===== config.mk =====
export PLATFORM = sky130hd
export DESIGN_NAME = uart_tx64
export DESIGN_NICKNAME = d
export VERILOG_FILES = /design/src/rtl/uart_tx64.sv
export SDC_FILE = /design/constraint.sdc
export NUM_CORES = 1
export LEC_CHECK = 0
export BUFFER_PORTS_ARGS = -buffer_cell sky130_fd_sc_hd__clkbuf_2
export CELL_PAD_IN_SITES_DETAIL_PLACEMENT = 1
export CELL_PAD_IN_SITES_GLOBAL_PLACEMENT = 2
export CORE_ASPECT_RATIO = 1.75
export CORE_MARGIN = 2
export CORE_UTILIZATION = 39
export DETAILED_ROUTE_END_ITERATION = 16
export MAX_ROUTING_LAYER = met4
export PLACE_DENSITY = 0.83
export SETUP_SLACK_MARGIN = 0.15
export SLEW_MARGIN = 20
export SYNTH_ARGS = -nofsm -noshare
export SYNTH_HDL_FRONTEND = slang
export SYNTH_SLANG_ARGS = --single-unit

===== constraint.sdc =====
create_clock -name clk -period 6.85 [get_ports clk]
set_input_delay 1.37 -clock clk [delete_from_list [all_inputs] [get_ports clk]]
set_output_delay 1.37 -clock clk [all_outputs]
set_load 0.02 [all_outputs]

===== src/rtl/uart_tx64.sv =====
// -----------------------------------------------------------------------------
// uart_tx64
//
// Purpose:
//   Return path for the 64-bit UART receive stage. Accepts one 64-bit word
//   over a valid/ready handshake and serialises it on the UART TX pin as
//   eight 8N1 bytes. The most significant byte goes out first
//   (tx_data[63:56]), and each byte is sent LSB first.
//
// Optional feature (macro UART_TX64_HEADER_EN):
//   When defined, every word is preceded by eight 0xAA sync bytes, so
//   16 bytes go out per word. byte_cnt counts data bytes only.
//   When undefined, only the eight data bytes are sent.
//
// Parameters:
//   CLK_HZ    system clock frequency in Hz
//   BIT_RATE  UART bit rate in bits/s. CLK_HZ/BIT_RATE must be >= 2.
//
// Ports:
//   clk       system clock, rising edge
//   reset     asynchronous, active-high reset
//   tx_data   word to send; sampled only on accept
//   tx_valid  a word is available
//   tx_ready  block can accept a word (IDLE only, low during reset)
//   uart_txd  UART TX pin, idles high
//   busy      high from accept until the final stop bit completes
//   byte_cnt  data bytes fully sent in the current word, 0..8
//   done      one-cycle pulse when the final stop bit completes
// -----------------------------------------------------------------------------
module uart_tx64 #(
    parameter int CLK_HZ   = 50000000,
    parameter int BIT_RATE = 9600
) (
    input  logic        clk,
    input  logic        reset,
    input  logic [63:0] tx_data,
    input  logic        tx_valid,
    output logic        tx_ready,
    output logic        uart_txd,
    output logic        busy,
    output logic [3:0]  byte_cnt,
    output logic        done
);

    localparam int CPB = CLK_HZ / BIT_RATE;
    localparam int CW  = $clog2(CPB);

    typedef enum logic [1:0] {
        S_IDLE  = 2'd0,
        S_START = 2'd1,
        S_DATA  = 2'd2,
        S_STOP  = 2'd3
    } state_t;

    state_t         state_q, state_d;
    logic [CW-1:0]  baud_q, baud_d;
    logic [2:0]     bit_q, bit_d;
    logic [63:0]    shreg_q, shreg_d;
    logic [3:0]     byte_cnt_q, byte_cnt_d;
    logic           txd_q, txd_d;
    logic           busy_q, busy_d;
    logic           done_q, done_d;
    logic           ready_q, ready_d;
`ifdef UART_TX64_HEADER_EN
    logic           hdr_q, hdr_d;           // currently sending sync header bytes
    logic [2:0]     hdr_cnt_q, hdr_cnt_d;   // header bytes already sent
`endif

    logic           baud_last;
    logic [2:0]     bit_nxt;
    logic [7:0]     cur_byte;

    assign baud_last = (baud_q == CW'(CPB - 1));
    assign bit_nxt   = bit_q + 3'd1;

    // The byte on the wire is always the top byte of the shift register;
    // the register moves left by one byte at the end of each data stop bit.
`ifdef UART_TX64_HEADER_EN
    assign cur_byte = hdr_q ? 8'hAA : shreg_q[63:56];
`else
    assign cur_byte = shreg_q[63:56];
`endif

    // Next-state logic. The line value for the next cycle is computed here
    // and registered, so uart_txd changes exactly on a state/bit boundary.
    always_comb begin
        state_d    = state_q;
        baud_d     = baud_q;
        bit_d      = bit_q;
        shreg_d    = shreg_q;
        byte_cnt_d = byte_cnt_q;
        txd_d      = txd_q;
        busy_d     = busy_q;
        done_d     = 1'b0;
        ready_d    = ready_q;
`ifdef UART_TX64_HEADER_EN
        hdr_d      = hdr_q;
        hdr_cnt_d  = hdr_cnt_q;
`endif

        case (state_q)
            S_IDLE: begin
                txd_d   = 1'b1;
                busy_d  = 1'b0;
                ready_d = 1'b1;
                baud_d  = '0;
                bit_d   = 3'd0;
                if (tx_valid && ready_q) begin
                    shreg_d    = tx_data;
                    byte_cnt_d = 4'd0;
                    state_d    = S_START;
                    txd_d      = 1'b0;
                    busy_d     = 1'b1;
                    ready_d    = 1'b0;
`ifdef UART_TX64_HEADER_EN
                    hdr_d      = 1'b1;
                    hdr_cnt_d  = 3'd0;
`endif
                end
            end

            S_START: begin
                if (baud_last) begin
                    state_d = S_DATA;
                    baud_d  = '0;
                    bit_d   = 3'd0;
                    txd_d   = cur_byte[0];
                end else begin
                    baud_d  = baud_q + CW'(1);
                end
            end

            S_DATA: begin
                if (baud_last) begin
                    baud_d = '0;
                    if (bit_q == 3'd7) begin
                        state_d = S_STOP;
                        txd_d   = 1'b1;
                    end else begin
                        bit_d   = bit_nxt;
                        txd_d   = cur_byte[bit_nxt];
                    end
                end else begin
                    baud_d = baud_q + CW'(1);
                end
            end

            S_STOP: begin
                if (baud_last) begin
                    baud_d = '0;
`ifdef UART_TX64_HEADER_EN
                    if (hdr_q) begin
                        // Header bytes do not advance byte_cnt or the data.
                        hdr_cnt_d = hdr_cnt_q + 3'd1;
                        if (hdr_cnt_q == 3'd7)
                            hdr_d = 1'b0;
                        state_d = S_START;
                        txd_d   = 1'b0;
                    end else
`endif
                    begin
                        byte_cnt_d = byte_cnt_q + 4'd1;
                        shreg_d    = {shreg_q[55:0], 8'h00};
                        if (byte_cnt_q == 4'd7) begin
                            // Final stop bit: done/ready/idle take effect
                            // together on the first IDLE cycle.
                            state_d = S_IDLE;
                            done_d  = 1'b1;
                            busy_d  = 1'b0;
                            ready_d = 1'b1;
                            txd_d   = 1'b1;
                        end else begin
                            state_d = S_START;
                            txd_d   = 1'b0;
                        end
                    end
                end else begin
                    baud_d = baud_q + CW'(1);
                end
            end

            default: begin
                state_d = S_IDLE;
                txd_d   = 1'b1;
                busy_d  = 1'b0;
                ready_d = 1'b1;
                baud_d  = '0;
            end
        endcase
    end

    always_ff @(posedge clk or posedge reset) begin
        if (reset) begin
            state_q    <= S_IDLE;
            baud_q     <= '0;
            bit_q      <= 3'd0;
            shreg_q    <= 64'd0;
            byte_cnt_q <= 4'd0;
            txd_q      <= 1'b1;
            busy_q     <= 1'b0;
            done_q     <= 1'b0;
            ready_q    <= 1'b0;
`ifdef UART_TX64_HEADER_EN
            hdr_q      <= 1'b0;
            hdr_cnt_q  <= 3'd0;
`endif
        end else begin
            state_q    <= state_d;
            baud_q     <= baud_d;
            bit_q      <= bit_d;
            shreg_q    <= shreg_d;
            byte_cnt_q <= byte_cnt_d;
            txd_q      <= txd_d;
            busy_q     <= busy_d;
            done_q     <= done_d;
            ready_q    <= ready_d;
`ifdef UART_TX64_HEADER_EN
            hdr_q      <= hdr_d;
            hdr_cnt_q  <= hdr_cnt_d;
`endif
        end
    end

    assign tx_ready = ready_q;
    assign uart_txd = txd_q;
    assign busy     = busy_q;
    assign byte_cnt = byte_cnt_q;
    assign done     = done_q;

endmodule


==> impl_metrics.json <==
{
  "grt_pass1_wl_mm": 19.5,
  "p_switching_uw": 233,
  "grt_usage": 0.206,
  "reg2reg_to": "shreg_q[17]$_DFFE_PP0P_",
  "vdd_drop_max_v": 0.000122,
  "syn_to_final_growth_pct": 16.0,
  "required_ns": 7.03,
  "port_buffers": 74,
  "power.internal_uw": 816,
  "grt-ovfl-total": 0,
  "cp-start-kind": "input pin",
  "synthFlopType": "dfrtp_1",
  "grt_antenna_before_repair": 0,
  "ys_ff_latch": 90,
  "cp.arrival_ns": 3.18,
  "synth_edf_count": 0,
  "fin_crit_ns": 3.00,
  "syn_inst": 424,
  "p_per_area_nw_per_um2": 201,
  "worstSetupPathType": "in -> reg",
  "p_seq_frac": 0.507,
  "dp_slack_ns": 3.49,
  "startpoint": "tx_valid",
  "swShare": 0.222,
  "dr.pass1.iters": 4,
  "crit_end": "shreg_q[17]$_DFFE_PP0P_",
  "ys_seq_area_frac": 0.501,
  "r2r_slack_ns": 3.96,
  "drt_wl_total_mm": 11.8,
  "drc": 0,
  "met3WireLength_um": 311,
  "rr_worst_depth": 6,
  "io_pins": 75,
  "cts_tree": "built",
  "hpwl_mm": 8.06,
  "path_cells": "clkbuf_2 > a21bo_2 > o21ai_4 > buf_4 > or2_4 > o21ai_0",
  "drt-initial-drc-count": 186,
  "avgSynthCellArea_um2": 10.6,
  "worst_pin_slew_ns": 1.12,
  "vias": 3552,
  "coreArea_um2": 11200,
  "die_y_um": 146,
  "setup_ws_ns": 3.85,
  "rows": 51,
  "cts_root_buf": "clkbuf_16",
  "cts_buffer_depth": 2,
  "cp-end-kind": "register",
  "top_layer": "met4",
  "cts_buffers": 9,
  "antenna_cells": 0,
  "clock.fmax_mhz": 333,
  "drt-vias-per-instance": 5.73,
  "r2r-start": "state_q[1]$_DFFE_PP0P_",
  "wire_per_inst_um": 19.1,
  "htree_levels": 3,
  "slew_viol_final": 0,
  "drive_gt1_frac": 0.219,
  "yosys_warnings": 0,
  "power_frac_clock": 0.453,
  "grt_max_degree": 70,
  "path_max_fanout": 66,
  "hold_buffers": 0,
  "place.gp.congestion": 0.759,
  "clock_latency_ns": 0.34,
  "first_global_vias": 3822,
  "whs_ns": 0.484,
  "rsz0062_at_grt": "no",
  "synth_nets": 500,
  "ctsResizeCount": 0,
  "hp-class": "reg -> reg",
  "slew_headroom": 0.257,
  "cts.sinks": 90,
  "clk_pin_slew_ns": 0.07,
  "cpMaxStageDelayCell": "or2_4",
  "hold_viol": 0,
  "die-area_um2": 12400,
  "power_frac_comb": 0.041,
  "timing.final.crit_share": 0.438,
  "ant_nets": 0,
  "final-setup-viol-count": 0,
  "maxCapViolations": 0,
  "tns_ns": 0,
  "utilization": 0.467,
  "finClkSkew_ns": 0.0104,
  "initial_utilization": 0.403,
  "max_stage_delay_ns": 0.64,
  "die_w_um": 85.2,
  "synthArstFlopShare": 1.00,
  "nNetsFinal": 559,
  "route.met2.wl_mm": 6.56,
  "routedLengthMet1_mm": 4.68,
  "status": "complete, no violations",
  "leakagePower_nw": 2.24,
  "syn_area_um2": 4500,
  "synth.distinct_cells": 52,
  "cts_setup_buffers": 0
}
## layer usage
layer / vias up / global-route usage
met5: - / -
met4: 0 / 0.0746
met3: 18 / 0.0339
met2: 68 / 0.360
met1: 1793 / 0.234
li1: 1673 / -
## layout by cell type (no fill, tap or decap), drive strengths merged, types with 6 or more instances in the layout
master,n
a22o,9
clkbuf,86
dfrtp,89
ha,9
inv,8
mux2i,56
nand2,6
nand3,9
nor2,18
o21ai,123
xnor2,8
## sequential cells by signal (all words and copies together), names as in the netlist
| signal | count |
|---|---|
| byte_cnt | 4 |
| tx_ready | 1 |
| busy | 1 |
| done | 1 |
| state_q | 2 |
| uart_txd | 1 |
| bit_q | 3 |
| shreg_q | 64 |
| baud_q | 13 |
## area by class of cell
type / count / area [µm²]
inverters: 9 / 35.0
clock inverters: 4 / 26.3
fillers: 1281 / 5950
repair buffers: 78 / 400
clock buffers: 12 / 256
flip-flops and latches: 90 / 2250
well taps: 132 / 165
multi-input cells: 295 / 2080
## through the flow
stage | power (mW) | std cells | instance area, µm²
CTS | 1.06 | 620 | 5220
global route | 1.09 | 620 | 5220
finish | 1.05 | 620 | 5220
detailed placement | 0.586 | 604 | 4940
floorplan | 0.557 | 424 | 4500
global placement | 0.585 | 604 | 4940
## synth_stat cells, types with 2 or more instances
cell type / n / area share
buf_2: 3 / 0.0033
nor3_1: 4 / 0.0044
nand2_1: 6 / 0.0050
a22o_1: 9 / 0.018
nor2b_1: 3 / 0.0042
inv_1: 9 / 0.0075
o2bb2ai_1: 2 / 0.0039
ha_1: 9 / 0.025
buf_6: 5 / 0.013
nand4b_1: 2 / 0.0039
a21oi_1: 4 / 0.0044
mux2i_1: 56 / 0.12
xnor2_1: 8 / 0.016
or3_1: 2 / 0.0028
nand4_1: 3 / 0.0042
o21ai_1: 8 / 0.0089
o211ai_1: 2 / 0.0033
xor2_1: 2 / 0.0039
mux4_2: 2 / 0.010
o21ai_0: 115 / 0.13
buf_1: 4 / 0.0033
dfrtp_1: 89 / 0.49
nor4_1: 5 / 0.0070
nand3b_1: 2 / 0.0033
nor2_1: 18 / 0.015
nand3_1: 9 / 0.010
clkbuf_1: 18 / 0.015
## power by group through the flow
stage / clock (mW) / combinational (mW) / sequential, mW
after CTS: 0.482 / 0.0448 / 0.531
after global placement: 0 / 0.0436 / 0.541
final: 0.475 / 0.0425 / 0.531
after floorplan: 0 / 0.0158 / 0.541
after global routing: 0.508 / 0.0482 / 0.531
after detailed placement: 0 / 0.0444 / 0.541
## critical path: cells and delay by family
family                 cells  cell delay [ns]
AO/OA/AOI/OAI              3             0.54
buffers and inverters      2             0.61
AND/OR/NAND/NOR            1             0.64
## worst min-delay path by stage
stage	end	slack, ns	start	cells after the start
floorplan	shreg_q[60]$_DFFE_PP0P_	0.47	shreg_q[60]$_DFFE_PP0P_	2
global placement	uart_txd$_DFFE_PP1P_	0.47	uart_txd$_DFFE_PP1P_	1
detailed placement	uart_txd$_DFFE_PP1P_	0.48	uart_txd$_DFFE_PP1P_	1
CTS	uart_txd$_DFFE_PP1P_	0.49	uart_txd$_DFFE_PP1P_	1
global route	uart_txd$_DFFE_PP1P_	0.52	uart_txd$_DFFE_PP1P_	1
finish	uart_txd$_DFFE_PP1P_	0.48	uart_txd$_DFFE_PP1P_	1
## logic make-up (layout without fill, tap and decap cells)
| group | count (synthesis) | count (layout) | share of synthesized area |
|---|---|---|---|
| compound gates | 152 | 152 | 0.191 |
| xor+xnor | 10 | 10 | 0.0195 |
| fa+ha+maj | 9 | 9 | 0.0250 |
| buf+inv | 39 | 103 | 0.0417 |
| flops | 90 | 90 | 0.501 |
| mux | 59 | 59 | 0.137 |
| simple gates | 65 | 65 | 0.0845 |
Power figures use the tool's default switching activity.
